### src/rtl/hazard_tracker.sv
`default_nettype none
// ============================================================================
// Module   : hazard_tracker
// Purpose  : Five-stage pipeline hazard tracker. Carries destination index,
//            write enable and result-readiness countdown (Tnew) through the
//            E/M/W stages and raises a same-cycle stall when the D-stage
//            instruction reads a register that is not yet forwardable.
// Options  : HAZARD_MDU_STALL_EN - when defined, a mult/div busy countdown is
//            built and D-stage HI/LO users stall while the unit is busy.
// Revision : 1.0 - initial release
// ============================================================================
module hazard_tracker #(
  parameter int MULT_CYCLES = 5,
  parameter int DIV_CYCLES  = 10
) (
  input  logic       clk,
  input  logic       reset,
  input  logic [4:0] D_A1,
  input  logic [4:0] D_A2,
  input  logic [1:0] D_Tuse_rs,
  input  logic [1:0] D_Tuse_rt,
  input  logic [4:0] D_A3,
  input  logic       D_RegWrite,
  input  logic [1:0] D_Tnew,
  input  logic       D_MDUse,
  input  logic       E_MDStart,
  input  logic       E_MDIsDiv,
  output logic       stall,
  output logic [4:0] E_A3,
  output logic [4:0] M_A3,
  output logic [4:0] W_A3,
  output logic       E_RegWrite,
  output logic       M_RegWrite,
  output logic       W_RegWrite,
  output logic [1:0] E_Tnew,
  output logic [1:0] M_Tnew,
  output logic       mdu_busy
);

  localparam int         C_MAX_CYCLES = (MULT_CYCLES > DIV_CYCLES) ? MULT_CYCLES : DIV_CYCLES;
  localparam int         C_CNT_W      = $clog2(C_MAX_CYCLES + 1);
  localparam logic [1:0] C_TUSE_NONE  = 2'd3;

  logic [4:0] e_a3_q, e_a3_d, m_a3_q, m_a3_d, w_a3_q, w_a3_d;
  logic       e_regwrite_q, e_regwrite_d, m_regwrite_q, m_regwrite_d;
  logic       w_regwrite_q, w_regwrite_d;
  logic [1:0] e_tnew_q, e_tnew_d, m_tnew_q, m_tnew_d;

  logic w_rs_hazard;
  logic w_rt_hazard;
  logic w_mdu_stall;
  logic w_mdu_busy;
  logic w_stall;

  // Source-operand hazards: a producer in E or M whose result is not ready
  // by the time the D-stage instruction needs it. W is always forwardable.
  always_comb begin
    w_rs_hazard = 1'b0;
    w_rt_hazard = 1'b0;
    if (D_A1 != 5'd0 && D_Tuse_rs != C_TUSE_NONE) begin
      if (D_A1 == e_a3_q && e_regwrite_q && e_tnew_q > D_Tuse_rs) w_rs_hazard = 1'b1;
      if (D_A1 == m_a3_q && m_regwrite_q && m_tnew_q > D_Tuse_rs) w_rs_hazard = 1'b1;
    end
    if (D_A2 != 5'd0 && D_Tuse_rt != C_TUSE_NONE) begin
      if (D_A2 == e_a3_q && e_regwrite_q && e_tnew_q > D_Tuse_rt) w_rt_hazard = 1'b1;
      if (D_A2 == m_a3_q && m_regwrite_q && m_tnew_q > D_Tuse_rt) w_rt_hazard = 1'b1;
    end
  end

`ifdef HAZARD_MDU_STALL_EN
  localparam logic [C_CNT_W-1:0] C_MULT_LOAD = C_CNT_W'(MULT_CYCLES);
  localparam logic [C_CNT_W-1:0] C_DIV_LOAD  = C_CNT_W'(DIV_CYCLES);
  localparam logic [C_CNT_W-1:0] C_CNT_ONE   = C_CNT_W'(1);

  logic [C_CNT_W-1:0] mdu_cnt_q, mdu_cnt_d;

  // Busy countdown: loads only from idle, so a start while busy is dropped.
  always_comb begin
    mdu_cnt_d = mdu_cnt_q;
    if (mdu_cnt_q == '0) begin
      if (E_MDStart) mdu_cnt_d = E_MDIsDiv ? C_DIV_LOAD : C_MULT_LOAD;
    end else begin
      mdu_cnt_d = mdu_cnt_q - C_CNT_ONE;
    end
  end

  // Countdown register; reset aborts any operation in flight.
  always_ff @(posedge clk or posedge reset) begin
    if (reset) mdu_cnt_q <= '0;
    else       mdu_cnt_q <= mdu_cnt_d;
  end

  assign w_mdu_busy  = (mdu_cnt_q != '0);
  assign w_mdu_stall = D_MDUse && (w_mdu_busy || E_MDStart);
`else
  logic [C_CNT_W-1:0] w_unused_cnt;
  logic               w_unused_mdu;

  assign w_unused_cnt = '0;
  assign w_unused_mdu = D_MDUse ^ E_MDStart ^ E_MDIsDiv ^ (|w_unused_cnt);
  assign w_mdu_busy   = 1'b0;
  assign w_mdu_stall  = 1'b0;
`endif

  assign w_stall = w_rs_hazard || w_rt_hazard || w_mdu_stall;

  // Next stage contents: E takes D or a bubble, M and W always advance.
  always_comb begin
    e_a3_d       = w_stall ? 5'd0 : D_A3;
    e_regwrite_d = w_stall ? 1'b0 : D_RegWrite;
    e_tnew_d     = w_stall ? 2'd0 : D_Tnew;
    m_a3_d       = e_a3_q;
    m_regwrite_d = e_regwrite_q;
    m_tnew_d     = (e_tnew_q == 2'd0) ? 2'd0 : e_tnew_q - 2'd1;
    w_a3_d       = m_a3_q;
    w_regwrite_d = m_regwrite_q;
  end

  // Stage registers.
  always_ff @(posedge clk or posedge reset) begin
    if (reset) begin
      e_a3_q       <= 5'd0;
      e_regwrite_q <= 1'b0;
      e_tnew_q     <= 2'd0;
      m_a3_q       <= 5'd0;
      m_regwrite_q <= 1'b0;
      m_tnew_q     <= 2'd0;
      w_a3_q       <= 5'd0;
      w_regwrite_q <= 1'b0;
    end else begin
      e_a3_q       <= e_a3_d;
      e_regwrite_q <= e_regwrite_d;
      e_tnew_q     <= e_tnew_d;
      m_a3_q       <= m_a3_d;
      m_regwrite_q <= m_regwrite_d;
      m_tnew_q     <= m_tnew_d;
      w_a3_q       <= w_a3_d;
      w_regwrite_q <= w_regwrite_d;
    end
  end

  assign stall      = w_stall;
  assign E_A3       = e_a3_q;
  assign M_A3       = m_a3_q;
  assign W_A3       = w_a3_q;
  assign E_RegWrite = e_regwrite_q;
  assign M_RegWrite = m_regwrite_q;
  assign W_RegWrite = w_regwrite_q;
  assign E_Tnew     = e_tnew_q;
  assign M_Tnew     = m_tnew_q;
  assign mdu_busy   = w_mdu_busy;

endmodule
`default_nettype wire
### config.mk
export PLATFORM = sky130hd
export DESIGN_NAME = hazard_tracker
export DESIGN_NICKNAME = d
export VERILOG_FILES = /design/src/rtl/hazard_tracker.sv
export SDC_FILE = /design/constraint.sdc
export NUM_CORES = 1
export LEC_CHECK = 0
export ABC_AREA = 1
export BUFFER_PORTS_ARGS = -buffer_cell sky130_fd_sc_hd__buf_4
export CAP_MARGIN = 20
export CORE_ASPECT_RATIO = 0.7
export CORE_MARGIN = 3
export CORE_UTILIZATION = 40
export CTS_CLUSTER_SIZE = 12
export DETAILED_ROUTE_END_ITERATION = 10
export HOLD_SLACK_MARGIN = 0.02
export MAX_ROUTING_LAYER = met4
export PLACE_DENSITY = 0.68
export SETUP_SLACK_MARGIN = 0.4
export SLEW_MARGIN = 0
export SYNTH_ARGS = -nofsm -noshare
export SYNTH_HDL_FRONTEND = slang
export SYNTH_SLANG_ARGS = --single-unit
### constraint.sdc
create_clock -name clk -period 2.4 [get_ports clk]
set_clock_uncertainty 0.05 [all_clocks]
set_input_delay 0.12 -clock clk [delete_from_list [all_inputs] [get_ports clk]]
set_output_delay 0.12 -clock clk [all_outputs]
set_load 0.01 [all_outputs]
==> results.yml, run 1 <==
run_status:
  status: "finished, final reports clean"
routing:
  remaining_drc_errors: 0
  drt_iter0_markers: 29
  vias_per_cell: 4.445
  antenna_left: 0
  wirelength_um: 3076
  wire_per_inst_um: 11.61
  vias: 1178
  first_pass_iters: 4
setup_path:
  critPathTopFamily: "simple AND/OR/NAND/NOR gates"
  rrSetupSlack_ns: 0.67
  crit_start: "M_Tnew[1]"
  crit_slowest_cell: "dfrtp_1"
  crit_path_end_kind: "output pin"
  cpPeakStageDelay_ns: 0.43
  cp_cell_sequence: "ha_1 -> inv_1 -> o21bai_1 -> nand2_1 -> nor2_2 -> nand2_1 -> nand2_1 -> nand2_2 -> nand2_4 -> buf_6"
  path_max_fanout: 3
  crit_arrival_ns: 1.74
  r2r-start: "M_Tnew[1]"
  crit_buf_inv: 2
  path_common_cell: "nand2_1"
  critPathRequiredTime_ns: 2.23
  crit_type: "reg2out"
  start_kind: "register"
pwr:
  vdd_drop_max_mv: 0.3821
  cellPowerDensity_nw_per_um2: 531.1
  p_leak_nw: 1.072
timing:
  fin_setup_tns_ns: 0
  hold_violations: 0
  relSlewSlack: 0.4405
  fin_crit_ns: 1.908
  worst_pin_slew_ns: 0.8383
  finalSetupViolCount: 0
  fmax_ghz: 0.5242
  report.final.slew_viol_count: 0
  period_share: 0.7948
  rsz0062_at_grt: "true"
global_route:
  grt_remaining_overflow: 0
  antenna_found_initial: 0
  grt_pass1_vias: 1086
  grt_first_pass_wirelength_um: 4892
  grt_usage: 0.1746
  grt_start_max_net_pins: 23
layout:
  fin_nets: 265
  final_cell_area_um2: 1852
  syn_to_final_growth_pct: 46.53
  layout_common_cells: "buf_4 (49), nand2_1 (48), inv_1 (38)"
  drive_above_1_share: 0.2795
  final_common_cell: "buf_4"
  antenna_cells: 0
clock_tree:
  clkSlewWorstSetupHoldPaths_ns: 0.08
  h-tree-depth: 1
  clock-root-buffer: "clkbuf_8"
  cts_buffer_depth: 2
  clock_latency_ns: 0.27
  cts.sink_count: 22
  cts_tree: "built"
  cts_made_buffers: 3
placed_design:
  gp_congestion: 0.8666
  portBuffers: 46
  dp_hpwl_um: 2446
  dpl_cell_area_um2: 1647
yosys:
  yosysTopAreaCell: "dfrtp_1"
  yosysSeqAreaShare: 0.4356
  syn_nets: 204
  yosys-top-cells-area: "dfrtp_1 (44%), nand2_1 (14%), inv_1 (12%)"
  synth_top_area_frac: 0.4356
  syn_area_per_cell_um2: 7.478
  ys_warn_count: 0
  syn-cell-area_um2: 1264
  ys_ff_latch: 22
  syn_inst: 169
  ys_types: 18
die:
  die_width_um: 73.18
  core_area_um2: 2903
  io_pins: 51
  initial_core_util: 0.4353
  rows: 16
  dieArea_um2: 3880
  die_y_um: 53.03
hold_path:
  min_path_type: "in2reg"
  min_from: "D_A3[2]"
flow_run:
  max_cap_viol_count: 0
-- stage by stage --
step                      power, mW  setup WS [ns]  cells    util  hold WS (ns)
final                        0.9834         0.4925    265  0.6379       0.02212
after global routing          1.034         0.3132    265  0.6379       0.02970
after CTS                    0.9810         0.4561    262  0.6194       0.02150
after detailed placement     0.6226         0.6744    250  0.5672        0.2922
after global placement       0.6132         0.7435    250  0.5672        0.2730
after floorplan              0.5243         0.8853    169       -       0.05923
-- cells by family (layout without fill, tap and decap cells) --
| logic type | after synthesis | after routing | share of synthesized area |
|---|---|---|---|
| flops | 22 | 22 | 0.4356 |
| simple gates | 80 | 80 | 0.2525 |
| fa+ha+maj | 8 | 8 | 0.07921 |
| other cells | 1 | 1 | 0.002967 |
| buf+inv | 41 | 101 | 0.1248 |
| xor+xnor | 10 | 10 | 0.06930 |
| compound gates | 7 | 7 | 0.03564 |
-- registers in the layout, indices dropped and copies added (netlist names) --
| name | count |
|---|---|
| E_A3 | 5 |
| M_A3 | 5 |
| W_A3 | 5 |
| E_Tnew | 2 |
| M_Tnew | 2 |
| E_RegWrite | 1 |
| M_RegWrite | 1 |
| W_RegWrite | 1 |
-- worst register-to-register path: cells and delay by family (launching register included) --
kind                     cells  cell delay (ns)
AO/OA/AOI/OAI                1             0.13
buffers and inverters        2             0.19
AND/OR/NAND/NOR              7             0.52
adder cells (fa/ha/maj)      1             0.31
flip-flops                   1             0.43
-- Yosys cell counts --
| cell type | n |
|---|---|
| o21bai_1 | 3 |
| nor2_1 | 25 |
| inv_2 | 1 |
| a21boi_0 | 1 |
| dfrtp_1 | 22 |
| xnor2_1 | 5 |
| nor2_2 | 1 |
| inv_1 | 39 |
| buf_4 | 1 |
| a21oi_1 | 1 |
| nand2_1 | 48 |
| xor2_1 | 5 |
| conb_1 | 1 |
| nand3_1 | 3 |
| o21ai_0 | 2 |
| nand2_2 | 2 |
| nand2_4 | 1 |
| ha_1 | 8 |
-- power breakdown --
group          internal (mW)  total [mW]  switching (mW)
logic                  0.112       0.218           0.106
clock network          0.223       0.348           0.125
registers              0.393       0.417          0.0234
total                  0.728       0.983           0.255
-- path summary, 6_finish.rpt --
| kind | to | cells after the start |
|---|---|---|
| worst max-delay path | stall | 10 |
| worst min-delay path | E_A3[2] | 3 |
| worst max register to register | E_A3[4] | 11 |
| worst min register to register | W_RegWrite | 0 |
| max in group asynchronous | M_RegWrite | 3 |
| min in group asynchronous | W_A3[4] | 3 |
-- layer usage --
metal,vias to the layer above,routed length [um],part of all wire,track usage
li1,606,-,-,-
met1,529,1380,0.45,0.2257
met2,41,1405,0.46,0.2760
met3,2,275,0.089,0.04744
met4,0,14,0.0046,0.03681
met5,-,0,0,-
-- final cells by class --
class | instances | area, um2
Tap cell | 36 | 45.04
Clock inverter | 1 | 30.03
Timing Repair Buffer | 57 | 449.2
Clock buffer | 3 | 41.29
Sequential cell | 22 | 550.5
Inverter | 40 | 150.1
Multi-Input combinational cell | 106 | 585.6
Fill cell | 243 | 1051
-- repair_timing --
item                                   in CTS  in global routing
setup endpoints to repair                   1                  1
setup buffers                               1                  3
resized for setup                           1                  5
hold buffers                                7                  0
endpoints found under the hold margin      28                  0
pin swaps                                   1                  7
No activity file was read; power rests on OpenSTA's default activity.
==> inputs of run 2 (changes only) <==
Settings changed: PLACE_DENSITY 0.68 to 0.71.
Clock period 2.4 ns to 1.7 ns, I/O delays scaled along.
==> run 2 against run 1 <==
The flow now finishes with violations (setup timing). Combinational power is 42% higher. Worst setup slack worse by 0.63 ns. Register-to-register slack lost 0.74 ns. Sequential power grew 41%. Flip-flop and latch count did not move. Via count decreased by 2.4%. Non-clock buffer count up 3. Power grew 23%. Sequential share of layout area decreased by 0.11 points. Final area rose by 0.81%. Die area unchanged.
==> results.yml, run 2 (same netlist as run 1, synthesis figures left out) <==
layout:
  drive_above_1_share: 0.2944
  syn_to_final_growth_pct: 47.72
  antenna_cells: 0
  final_common_cell: "buf_4"
  layout_common_cells: "buf_4 (49), nand2_1 (48), inv_1 (37)"
  fin_nets: 268
die:
  io_pins: 51
  initial_core_util: 0.4353
  die_y_um: 53.03
  core_area_um2: 2903
  dieArea_um2: 3880
  rows: 16
  die_width_um: 73.18
setup_path:
  critPathRequiredTime_ns: 1.56
  cp_cell_sequence: "ha_4 -> inv_2 -> o21bai_1 -> nand2_1 -> nor2_2 -> nand2_1 -> nand2_1 -> nand2_2 -> nand2_4 -> buf_6"
  crit_slowest_cell: "dfrtp_2"
  start_kind: "register"
  path_common_cell: "nand2_1"
  cpPeakStageDelay_ns: 0.46
  crit_arrival_ns: 1.71
  path_max_fanout: 3
  crit_type: "reg2out"
  crit_path_end_kind: "output pin"
routing:
  vias_per_cell: 4.307
  wirelength_um: 2877
  first_pass_iters: 4
  antenna_left: 0
  vias: 1150
  remaining_drc_errors: 0
  drt_iter0_markers: 100
  wire_per_inst_um: 10.78
global_route:
  antenna_found_initial: 0
  grt_pass1_vias: 1046
  grt_remaining_overflow: 0
  grt_usage: 0.1686
  grt_start_max_net_pins: 23
  grt_first_pass_wirelength_um: 4712
run_status:
  failed_checks: "setup timing"
  status: "finished, violations left"
clock_tree:
  clock-root-buffer: "clkbuf_8"
  cts_tree: "built"
  clkSlewWorstSetupHoldPaths_ns: 0.07
  cts_made_buffers: 3
  clock_latency_ns: 0.26
  cts_buffer_depth: 2
  h-tree-depth: 1
  cts.sink_count: 22
timing:
  whs_ns: 0.3615
  fin_setup_tns_ns: -0.6767
  report.final.slew_viol_count: 0
  fmax_ghz: 0.5434
  finalSetupViolCount: 9
  rsz0062_at_grt: "true"
  fin_crit_ns: 1.840
  period_share: 1.083
  setup_ws_ns: -0.1404
  hold_violations: 0
hold_path:
  min_path_type: "in2async"
placed_design:
  dp_hpwl_um: 2169
  portBuffers: 46
  gp_congestion: 0.8099
  dp_slack_ns: 0.01804
pwr:
  vdd_drop_max_mv: 0.4699
  power_mw: 1.214
  p_leak_nw: 1.072
  cellPowerDensity_nw_per_um2: 650.0
flow_run:
  max_cap_viol_count: 0
run 2: timing repair:
action                                  in CTS  in global routing
endpoints found under the setup margin       9                  9
gates resized for setup                      2                 11
hold buffers                                 9                  0
setup buffers                                2                  2
hold endpoints to repair                    30                  0
pin swaps                                    7                  1
run 2: final timing paths:
path                            start    endpoint  slack, ns  depth (start not counted)
max reg2reg                 M_Tnew[1]     E_A3[1]      -0.07                         12
min in group clk           M_RegWrite  W_RegWrite       0.37                          0
max                         M_Tnew[1]       stall      -0.14                         10
min reg2reg                M_RegWrite  W_RegWrite       0.37                          0
max in group asynchronous       reset   M_Tnew[1]       1.00                          4
min                             reset     E_A3[1]       0.36                          4
run 2: through the flow:
stage	utilization	cell area (um2)	cells
finish	0.6431	1867	267
global route	0.6431	1867	267
CTS	0.6224	1807	265
detailed placement	0.5698	1654	251
global placement	0.5698	1654	251
floorplan	-	1264	169
run 2: worst max-delay path: cells and delay by family (launching register included):
family | cells | cell delay [ns]
AND/OR/NAND/NOR | 6 | 0.47
AO/OA/AOI/OAI | 1 | 0.11
buffers and inverters | 2 | 0.13
adder cells (fa/ha/maj) | 1 | 0.29
flip-flops | 1 | 0.46
run 2: power by group:
part | switching [mW] | internal, mW | total (mW)
combinational | 0.146 | 0.164 | 0.310
sequential | 0.0343 | 0.556 | 0.590
clock | 0.155 | 0.158 | 0.313
run 2: cell type report:
cell class | count | area (um2)
fill | 264 | 1036
multi-input combinational | 106 | 593.1
sequential | 22 | 553.0
timing repair buffer | 60 | 484.2
inverter | 40 | 150.1
tap | 36 | 45.04
clock buffer | 3 | 41.29
run 2: per-layer routing:
layer	up-vias	global-route usage	part of all wire
met3	3	0.04934	0.076
met1	500	0.2345	0.48
met5	-	-	0
li1	611	-	-
met2	36	0.2507	0.44
met4	0	0.01840	0.0028
